## src/rtl/bcd_pkg.sv

```systemverilog
// bcd_pkg: shared constants, types and helpers for the BCD scan counter.
//   BCD_W      - width of one BCD digit
//   BCD_MAX    - largest legal digit value (9)
//   BCD_MIN    - smallest legal digit value (0)
//   bcd_digit_t- one BCD nibble
//   bcd_valid  - returns 1 when a nibble holds a legal BCD digit
package bcd_pkg;

  localparam int unsigned BCD_W = 4;

  typedef logic [BCD_W-1:0] bcd_digit_t;

  localparam bcd_digit_t BCD_MAX = 4'd9;
  localparam bcd_digit_t BCD_MIN = 4'd0;

  function automatic logic bcd_valid(input bcd_digit_t nib);
    return (nib <= BCD_MAX);
  endfunction

endpackage

```

## src/rtl/bcd_digit.sv

```systemverilog
// bcd_digit: one BCD up/down counter cell, chained through cin/cout.
// Ports:
//   clk        - clock, rising edge
//   rst        - synchronous active-high reset, digit returns to 0
//   step       - count step for the whole chain this cycle
//   up         - 1 = count up, 0 = count down
//   cin        - carry/borrow from the lower digit (tie 1 for digit 0)
//   load       - load load_digit (already validated by the parent)
//   load_digit - value to load
//   digit      - registered digit value
//   cout       - carry/borrow to the next digit: cin while at 9 (up) or 0 (down)
module bcd_digit
  import bcd_pkg::*;
(
  input  logic       clk,
  input  logic       rst,
  input  logic       step,
  input  logic       up,
  input  logic       cin,
  input  logic       load,
  input  bcd_digit_t load_digit,
  output bcd_digit_t digit,
  output logic       cout
);

  bcd_digit_t digit_q, digit_d;
  logic       at_edge;

  // Digit sits at the value that rolls over in the current direction.
  assign at_edge = up ? (digit_q == BCD_MAX) : (digit_q == BCD_MIN);
  // Carry depends only on state, not on step, so the parent can use the
  // top carry to decide saturation before committing a step.
  assign cout    = cin & at_edge;

  always_comb begin
    digit_d = digit_q;
    if (load) begin
      digit_d = load_digit;
    end else if (step && cin) begin
      if (up) begin
        digit_d = at_edge ? BCD_MIN : digit_q + 4'd1;
      end else begin
        digit_d = at_edge ? BCD_MAX : digit_q - 4'd1;
      end
    end
  end

  always_ff @(posedge clk) begin
    if (rst) begin
      digit_q <= BCD_MIN;
    end else begin
      digit_q <= digit_d;
    end
  end

  assign digit = digit_q;

endmodule

```

## src/rtl/bcd_scan_counter.sv

```systemverilog
// bcd_scan_counter: prescaled multi-digit BCD up/down counter with a
// time-multiplexed digit scanner feeding a BCD-to-7-segment decoder.
// Parameters:
//   DIGITS   - number of BCD digits (1..8)
//   PRESCALE - enabled clock cycles per count step (>= 1)
//   SCAN_DIV - clock cycles each digit stays selected (>= 1)
// Ports:
//   clk      - clock, rising edge
//   rst      - synchronous active-high reset
//   en       - count enable, gates the prescaler
//   up       - count direction, sampled on the step cycle
//   load     - synchronous load strobe (wins over a step)
//   load_val - value to load, digit 0 in bits [3:0]
//   bcd      - registered count
//   wrap     - one-cycle pulse on overflow/underflow of the full count
//   err      - one-cycle pulse when a load carried a nibble > 9
//   scan_sel - one-hot active-high digit select
//   scan_bcd - nibble of bcd picked by scan_sel
// Build option:
//   BCD_CNT_SATURATE_EN - when defined, the count holds at all-9 (up) or
//   all-0 (down) instead of wrapping; wrap still pulses on the attempt.
module bcd_scan_counter
  import bcd_pkg::*;
#(
  parameter int unsigned DIGITS   = 4,
  parameter int unsigned PRESCALE = 50_000_000,
  parameter int unsigned SCAN_DIV = 50_000
) (
  input  logic                    clk,
  input  logic                    rst,
  input  logic                    en,
  input  logic                    up,
  input  logic                    load,
  input  logic [BCD_W*DIGITS-1:0] load_val,
  output logic [BCD_W*DIGITS-1:0] bcd,
  output logic                    wrap,
  output logic                    err,
  output logic [DIGITS-1:0]       scan_sel,
  output logic [BCD_W-1:0]        scan_bcd
);

  localparam int unsigned PW = (PRESCALE > 1) ? $clog2(PRESCALE) : 1;
  localparam int unsigned SW = (SCAN_DIV > 1) ? $clog2(SCAN_DIV) : 1;
  localparam int unsigned IW = (DIGITS > 1) ? $clog2(DIGITS) : 1;

  // ---------------------------------------------------------------------
  // Load validation
  // ---------------------------------------------------------------------
  logic load_ok;
  logic load_accept;

  always_comb begin
    load_ok = 1'b1;
    for (int i = 0; i < DIGITS; i++) begin
      if (!bcd_valid(load_val[i*BCD_W +: BCD_W])) begin
        load_ok = 1'b0;
      end
    end
  end

  assign load_accept = load & load_ok;

  // ---------------------------------------------------------------------
  // Prescaler: cleared by any load, so a step never coincides with a load
  // ---------------------------------------------------------------------
  logic [PW-1:0] presc_q, presc_d;
  logic          presc_last;
  logic          step_raw;

  assign presc_last = (presc_q == PW'(PRESCALE - 1));
  assign step_raw   = en & presc_last & ~load;

  always_comb begin
    presc_d = presc_q;
    if (load) begin
      presc_d = '0;
    end else if (en) begin
      presc_d = presc_last ? '0 : presc_q + PW'(1);
    end
  end

  always_ff @(posedge clk) begin
    if (rst) begin
      presc_q <= '0;
    end else begin
      presc_q <= presc_d;
    end
  end

  // ---------------------------------------------------------------------
  // Digit chain
  // ---------------------------------------------------------------------
  logic [DIGITS:0] carry;
  logic            full_carry;
  logic            step_cells;

  assign carry[0]   = 1'b1;
  // All digits at the rollover value for the current direction.
  assign full_carry = carry[DIGITS];

`ifdef BCD_CNT_SATURATE_EN
  // Suppress the step entirely at the rail; lower digits would otherwise
  // roll over even though the top cannot.
  assign step_cells = step_raw & ~full_carry;
`else
  assign step_cells = step_raw;
`endif

  for (genvar g = 0; g < DIGITS; g++) begin : g_digit
    bcd_digit u_digit (
      .clk        (clk),
      .rst        (rst),
      .step       (step_cells),
      .up         (up),
      .cin        (carry[g]),
      .load       (load_accept),
      .load_digit (load_val[g*BCD_W +: BCD_W]),
      .digit      (bcd[g*BCD_W +: BCD_W]),
      .cout       (carry[g+1])
    );
  end

  // ---------------------------------------------------------------------
  // Status pulses. step_raw excludes load, so wrap and err are exclusive.
  // ---------------------------------------------------------------------
  logic wrap_q, wrap_d;
  logic err_q, err_d;

  always_comb begin
    wrap_d = step_raw & full_carry;
    err_d  = load & ~load_ok;
  end

  always_ff @(posedge clk) begin
    if (rst) begin
      wrap_q <= 1'b0;
      err_q  <= 1'b0;
    end else begin
      wrap_q <= wrap_d;
      err_q  <= err_d;
    end
  end

  assign wrap = wrap_q;
  assign err  = err_q;

  // ---------------------------------------------------------------------
  // Scanner: free-running, independent of en and load
  // ---------------------------------------------------------------------
  logic [SW-1:0] div_q, div_d;
  logic [IW-1:0] idx_q, idx_d;
  logic          div_last;

  assign div_last = (div_q == SW'(SCAN_DIV - 1));

  always_comb begin
    div_d = div_last ? '0 : div_q + SW'(1);
    idx_d = idx_q;
    if (div_last) begin
      idx_d = (idx_q == IW'(DIGITS - 1)) ? '0 : idx_q + IW'(1);
    end
  end

  always_ff @(posedge clk) begin
    if (rst) begin
      div_q <= '0;
      idx_q <= '0;
    end else begin
      div_q <= div_d;
      idx_q <= idx_d;
    end
  end

  // Combinational from registered index and count, so a count change is
  // visible on scan_bcd in the same cycle as on bcd.
  always_comb begin
    scan_sel = '0;
    scan_bcd = '0;
    for (int i = 0; i < DIGITS; i++) begin
      if (idx_q == IW'(i)) begin
        scan_sel[i] = 1'b1;
        scan_bcd    = bcd[i*BCD_W +: BCD_W];
      end
    end
  end

endmodule

```

## config.mk

```make
export PLATFORM = sky130hd
export DESIGN_NAME = bcd_scan_counter
export DESIGN_NICKNAME = d
export VERILOG_FILES = /design/src/rtl/bcd_pkg.sv /design/src/rtl/bcd_digit.sv /design/src/rtl/bcd_scan_counter.sv
export SDC_FILE = /design/constraint.sdc
export NUM_CORES = 1
export LEC_CHECK = 0
export ABC_CLOCK_PERIOD_IN_PS = 3800
export BUFFER_PORTS_ARGS = -buffer_cell sky130_fd_sc_hd__buf_2
export CAP_MARGIN = 20
export CELL_PAD_IN_SITES_DETAIL_PLACEMENT = 1
export CELL_PAD_IN_SITES_GLOBAL_PLACEMENT = 2
export CORE_MARGIN = 2
export CORE_UTILIZATION = 37
export DETAILED_ROUTE_END_ITERATION = 10
export PLACE_DENSITY = 0.95
export REMOVE_ABC_BUFFERS = 1
export SYNTH_ARGS = -nofsm -noshare
export SYNTH_HDL_FRONTEND = slang
export SYNTH_SLANG_ARGS = --single-unit
export TNS_END_PERCENT = 5
```

## constraint.sdc

```tcl
create_clock -name clk -period 3.8 [get_ports clk]
set_input_delay 0.76 -clock clk [delete_from_list [all_inputs] [get_ports clk]]
set_output_delay 0.76 -clock clk [all_outputs]
set_load 0.03 [all_outputs]
```

==> results by group, run 1 <==
Status
  • Status: complete, no violations

Drt
  • DR pass1 iterations: 5
  • Drt via density: around 5.5
  • 1st-iter DRT viols: 157
  • Routed Antenna Nets: 0
  • Routed len/inst: 16.8 um
  • Drt drc: 0
  • Routed wire length: 11100 um
  • Via count: approximately 3.6k

Clock network
  • Post_cts resized: 0
  • H-Tree Depth: 3
  • Setup bufs post-CTS: 0
  • Max Root-Sink Buffers: 2
  • Worst-Skew Late Latency: ~0.35 ns
  • Total CTS buffers: 9
  • Root Buffer: clkbuf_8
  • CTS tree: built
  • Cts hold-fix bufs: 0
  • Reg clk slew, reported paths: approximately 0.07 ns
  • Sinks on Clock Net: 62

Pwr
  • PD cells: roughly 350 nW/um2
  • Worst ir drop on vdd: approximately 0.22 mV
  • Lkg Pwr: 0.00156 uW

STA
  • Tcrit/Tclk final: 0.701
  • Final setup vio count: 0
  • Slew Limit Headroom: 0.418
  • Final Max Slew Viols: 0
  • Final hold violation count: 0
  • Skew final: between 0.01 and 0.015 ns
  • Post-route setup TNS: 0 ns
  • RSZ-0062 raised after global routing: false
  • Fmax: between 300 and 400 MHz
  • Minimum clock period: 2.66 ns
  • Worst Tran Pin Value: between 0.8 and 0.9 ns

Yosys
  • Cell Area, Synth: 3850 um2
  • Post-synthesis cell count: 487
  • Post-synth ARST share: 0
  • Yosys cell types: 52
  • Ys Warns: 0
  • Most used DFF post-synth: dfxtp_1
  • EDFF count, synth: 0
  • Post-synthesis sequential area ratio: 0.322
  • Yosys reg bits: 62
  • Synthesized area per cell: ~7.9 um2

Place
  • GPL Wtd Cong: approximately 0.8
  • Hpwl dp: 8130 um
  • Port bufs: between 40 and 50
  • Placed inst area: approximately 4100 um2

Critical path
  • Critical Path Most Common Cell: a21oi_1
  • WP data arrival: about 1.9 ns
  • Worst setup EP type: output port
  • CP Data Required Time: a little over 3 ns
  • Slack of the worst reg-to-reg path: about 1.5 ns
  • Startpoint type of the worst setup path: flip-flop
  • Reg2reg path depth: 7
  • RR Endpoint: g_digit[3].u_digit.digit[2]$_SDFFE_PP0P_
  • Slowest library cell on the worst path: dfxtp_1
  • Worst r2r src: g_digit[2].u_digit.digit[0]$_SDFFE_PP0P_
  • Crit-path cells: inv_1 > ha_1 > nand3b_1 > a21oi_1 > a21oi_1 > o21ai_0 > buf_2
  • Worst path max stage delay: between 0.3 and 0.4 ns
  • CP Class: flip-flop to output port
  • CP Max Fanout: 9

Layout
  • Layout net count: around 560
  • Post-route cell area: roughly 4400 um2
  • Share of layout cells above drive strength 1: 0.132
  • Antenna diodes: 0
  • Area delta synth->final: 13.4%
  • Commonest non-fill, non-tap cell in the layout: nor2_1
  • Most frequent cells in the layout: nor2_1, dfxtp_1, buf_2

Global routing
  • Initial antenna violation count: 0
  • First-pass GRT wire length: 18300 um
  • Gr usage total: 0.202
  • Gr ovfl total: 0
  • Largest net degree at the start of global routing: 32
  • Vias in the first global route: approximately 3.7k

Floorplanning
  • Site Rows: 37
  • Initial Util: 0.377
  • DIE WIDTH: around 110 um
  • Die height: between 100 and 150 um
  • CORE AREA: a little over 10000 um2
  • Area of the die: roughly 11000 um2
  • I/O pin cnt: 47

Worst hold path
  • Hold path start: div_q[0]$_SDFF_PP0_
  • Hold WC Path Type: flip-flop to flip-flop
  • Worst Hold Depth: 1
  • End point of the worst hold path: div_q[0]$_SDFF_PP0_

Run
  • Max cap viols: 0
==> layout make-up <==
cell class / count / area, um2
flip-flops and latches: 62 / 1240
clock buffers: 11 / 151
repair buffers: 47 / 238
inverters: 20 / 75.1
clock inverters: 5 / 81.3
multi-input cells: 377 / 2410
well taps: 136 / 170
fillers: 1272 / 5860
==> synth_stat cells, drive strengths merged, types with 11 or more instances <==
library cell,instances,area share
nor2,66,0.064
dfxtp,62,0.32
nand2,44,0.043
nand3,33,0.043
xnor2,32,0.073
inv,19,0.019
ha,18,0.058
o21ai,18,0.023
xor2,18,0.041
a21oi,17,0.023
clkbuf,16,0.016
nor3,13,0.017
buf,12,0.016
nor4,11,0.018
==> metrics by stage <==
stage	total power, uW	hold slack [ns]	instances	utilization	worst slack, ns
6_report	1530	0.476	658	0.427	1.14
3_3_place_gp	847	0.446	642	0.404	1.18
3_5_place_dp	852	0.459	642	0.404	1.07
4_1_cts	1540	0.476	658	0.427	1.09
2_1_floorplan	787	0.430	459	-	1.17
5_1_grt	1580	0.488	658	0.427	0.983
==> routing by layer <==
metal	GRT usage	routed length (um)	up-vias	share of wire
met3	0.0399	367	15	0.033
met2	0.346	5360	60	0.48
met1	0.256	5190	1797	0.47
met5	0	0	-	0
met4	0.0639	162	0	0.015
li1	-	-	1772	-
==> critical path: cells and delay by family, from the launching register on <==
| family | cells | cell delay [ns] |
|---|---|---|
| buffers and inverters | 2 | 0.31 |
| DFF | 1 | 0.39 |
| AOI/OAI and AO/OA | 3 | 0.39 |
| and+or+nand+nor | 1 | 0.20 |
| adders and majority gates | 1 | 0.27 |
==> worst max-delay path by stage <==
stage          slack, ns  depth (start not counted)             startpoint                                        to
4_1_cts             1.09                          7  idx_q[1]$_SDFFE_PP0P_                               scan_bcd[2]
6_report            1.14                          7  idx_q[1]$_SDFFE_PP0P_                               scan_bcd[2]
3_3_place_gp        1.18                          6                     up  g_digit[3].u_digit.digit[2]$_SDFFE_PP0P_
2_1_floorplan       1.17                          6  idx_q[1]$_SDFFE_PP0P_                               scan_bcd[3]
3_5_place_dp        1.07                          6                     up  g_digit[2].u_digit.digit[3]$_SDFFE_PP0P_
5_1_grt             0.98                          7  idx_q[1]$_SDFFE_PP0P_                               scan_bcd[0]
==> flip-flops by register name, summed over array words and instances (netlist names) <==
name,flops
div_q,16
err,1
g_digit.u_digit.digit,16
idx_q,2
presc_q,26
wrap,1
==> power breakdown <==
group	switching [uW]	internal [uW]	leakage (uW)	total, uW
Sequential	23.5	660	0.000501	684
Combinational	98.2	55.4	0.000947	154
Clock	283	405	0.000116	689
Total	405	1120	0.00156	1530
==> logic make-up (layout without fill, tap and decap cells) <==
group                    Yosys count  in the layout  synth area share
multiplexers                       9              9            0.0234
flip-flops                        62             62             0.322
AO/OA/AOI/OAI                     68             68             0.118
adder cells (fa/ha/maj)           18             18            0.0585
AND/OR/NAND/NOR                  232            232             0.313
buffers and inverters             48             83            0.0513
XOR/XNOR                          50             50             0.114
Note: power is estimated with default switching activity, not from simulation.
==> inputs of run 2 (changes only) <==
--- a/config.mk
+++ b/config.mk
@@ -5,15 +5,15 @@
 export SDC_FILE = /design/constraint.sdc
 export NUM_CORES = 1
 export LEC_CHECK = 0
-export ABC_CLOCK_PERIOD_IN_PS = 3800
+export ABC_CLOCK_PERIOD_IN_PS = 2230
 export BUFFER_PORTS_ARGS = -buffer_cell sky130_fd_sc_hd__buf_2
 export CAP_MARGIN = 20
 export CELL_PAD_IN_SITES_DETAIL_PLACEMENT = 1
 export CELL_PAD_IN_SITES_GLOBAL_PLACEMENT = 2
 export CORE_MARGIN = 2
-export CORE_UTILIZATION = 37
+export CORE_UTILIZATION = 31
 export DETAILED_ROUTE_END_ITERATION = 10
-export PLACE_DENSITY = 0.95
+export PLACE_DENSITY = 0.88
 export REMOVE_ABC_BUFFERS = 1
 export SYNTH_ARGS = -nofsm -noshare
 export SYNTH_HDL_FRONTEND = slang
==> constraint.sdc (replaced) <==
create_clock -name clk -period 2.23 [get_ports clk]
set_input_delay 0.446 -clock clk [delete_from_list [all_inputs] [get_ports clk]]
set_output_delay 0.446 -clock clk [all_outputs]
set_load 0.03 [all_outputs]
==> run 2 against run 1 <==
Net effect:
- utilization decreased by 3.7 points
- clock power increased by 97%
- largest power group unchanged
- critical endpoint unchanged
- critical path type unchanged
- critical path depth unchanged
- worst hold slack got worse by 0.12 ns
- first-iteration DRC count decreased by 1.3%
==> results by group, run 2 (synthesis results as in run 1) <==
Status
  • Status: complete, no violations

Clock network
  • Reg clk slew, reported paths: 0.06 ns (about the same)
  • H-Tree Depth: 3 (unchanged)
  • Total CTS buffers: 9 (unchanged)
  • Max Root-Sink Buffers: 2 (unchanged)
  • Worst-Skew Late Latency: 0.34 ns (about the same)
  • CTS tree: built
  • Sinks on Clock Net: 62 (unchanged)
  • Root Buffer: clkbuf_16

Critical path
  • Slowest library cell on the worst path: dfxtp_4
  • Startpoint type of the worst setup path: flip-flop
  • Worst setup EP type: output port
  • Buffer and inverter count on the worst path: 2 (unchanged)
  • CP Class: flip-flop to output port
  • CP Data Required Time: 1.78 ns (-1.26 ns)
  • Crit-path cells: inv_2 > ha_4 > nand3b_1 > a21oi_2 > a21oi_1 > o21ai_1 > buf_4
  • Slack of the worst reg-to-reg path: 0.16 ns (-1.32 ns)
  • Gate family responsible for the most delay along the worst path: compound AO/OA/AOI/OAI gates
  • WP data arrival: 1.69 ns (-0.21 ns)
  • CP Max Fanout: 9 (unchanged)
  • Worst path max stage delay: 0.36 ns (-0.03 ns)

Floorplanning
  • CORE AREA: 12100 um2 (+18%)
  • Site Rows: 40 (+8.1%)
  • Die height: 115 um (+8.9%)
  • DIE WIDTH: 115 um (+8.9%)
  • Area of the die: 13300 um2 (+19%)
  • I/O pin cnt: 47 (unchanged)
  • Initial Util: 0.319 (-0.0571)

Layout
  • Largest register FFs: 26 (unchanged)
  • # fillers: 1479 (+16%)
  • Antenna diodes: 0 (unchanged)
  • Area delta synth->final: 22.0%
  • Layout net count: 580 (+4.3%)
  • Fin util: 0.390 (-0.0374)
  • Commonest non-fill, non-tap cell in the layout: nor2_1
  • Share of layout cells above drive strength 1: 0.187 (+0.0546)
  • Most frequent cells in the layout: nor2_1, dfxtp_1, nand2_1
  • Register bank with the most flops: presc_q

STA
  • Final Max Slew Viols: 0 (unchanged)
  • RSZ-0062 raised after global routing: true
  • Fmax: 468 MHz
  • Final setup vio count: 0 (unchanged)
  • Final hold violation count: 0 (unchanged)
  • Worst Tran Pin Value: 0.573 ns (-0.298 ns)
  • Post-route setup TNS: 0 ns (unchanged)
  • Minimum clock period: between 2 and 2.5 ns
  • Skew final: 0.00818 ns (-0.00198 ns)
  • Tcrit/Tclk final: 0.959
  • Slew Limit Headroom: 0.615 (+0.196)
  • Smallest hold slack: 0.357 ns (-0.118 ns)

Global routing
  • Largest net degree at the start of global routing: 16 (-50%)
  • Initial antenna violation count: 0 (unchanged)
  • Gr ovfl total: 0 (unchanged)
  • Gr usage total: 0.184 (-0.0188)
  • First-pass GRT wire length: 19100 um (+4.5%)
  • Vias in the first global route: 3794 (+2.4%)

Drt
  • WL met2: 5550 um (+3.4%)
  • Routed Antenna Nets: 0 (unchanged)
  • Routed wire length: 11600 um (+4.9%)
  • DR pass1 iterations: 4 (-1)
  • 1st-iter DRT viols: 155 (-1.3%)
  • Met3 routed WL: 389 um (+6.0%)
  • Metal-1 WL: 5340 um (+2.9%)
  • Drt via density: 5.20 (-6.2%)
  • Routed len/inst: 16.3 um (-3.4%)
  • Via count: 3710 (+1.8%)
  • Max layer used: met4
  • Drt drc: 0 (unchanged)

Run
  • Max cap viols: 0 (unchanged)

Place
  • GPL Wtd Cong: 0.845 (+5.8%)
  • Hpwl dp: 8590 um (+5.6%)
  • Port bufs: 46 (unchanged)

Pwr
  • Worst ir drop on vdd: 0.347 mV (+55%)
  • Lkg Pwr: 0.00171 uW (+9.6%)
  • PD cells: 600 nW/um2 (+72%)

Worst hold path
  • Hold WC Path Type: input port to flip-flop
[run 2: cell count changes in the layout (fill, tap and decap cells not counted), sizes merged]
cell | before | now
clkbuf | 11 | 13
buf | 47 | 71
bufinv | 2 | 0
[run 2: repair_timing]
item	4_1_cts	5_1_grt
buffers inserted	0	0
pin swaps	0	1
setup endpoints to repair	4	6
hold buffers	0	0
gates resized for setup	9	10
[run 2: metal layers]
metal  GRT usage  vias up
li1            -     1826
met1       0.231     1799
met2       0.296       60
met3      0.0439       25
met4      0.0884        0
met5           0        -
[run 2: worst paths after layout]
kind	startpoint	to	cells past startpoint
worst max-delay path	idx_q[1]$_SDFFE_PP0P_	scan_bcd[2]	7
worst min-delay path	load_val[12]	g_digit[3].u_digit.digit[0]$_SDFFE_PP0P_	3
worst max register to register	g_digit[0].u_digit.digit[1]$_SDFFE_PP0P_	g_digit[2].u_digit.digit[3]$_SDFFE_PP0P_	7
worst min register to register	div_q[0]$_SDFF_PP0_	div_q[0]$_SDFF_PP0_	1
[run 2: metrics by stage]
step | std cells | setup slack [ns] | power [uW] | instance area (um2)
after floorplan | 459 | -0.0830 | 1340 | 3730
after global placement | 698 | 0.0899 | 1470 | 4360
after detailed placement | 698 | 0.0344 | 1480 | 4360
after CTS | 714 | 0.0174 | 2860 | 4660
after global routing | 714 | -0.0181 | 2940 | 4700
final | 714 | 0.0925 | 2820 | 4700
[run 2: cell type report]
cell class	count	area [um2]	area share
multi-input combinational	377	2450	0.522
sequential	62	1250	0.265
timing repair buffer	71	428	0.0910
clock buffer	13	270	0.0575
tap	168	210	0.0447
inverter	20	75.1	0.0160
clock inverter	3	17.5	0.00373
[run 2: worst min-delay path, delay by kind of cell]
family          cells  cell delay [ns]
compound gates      1             0.07
buf+inv             1             0.09
simple gates        1             0.06
[run 2: report_power, final]
group	leakage (uW)	internal (uW)	switching, uW
clock	0.000142	839	517
sequential	0.000503	1130	18.1
combinational	0.00107	121	197
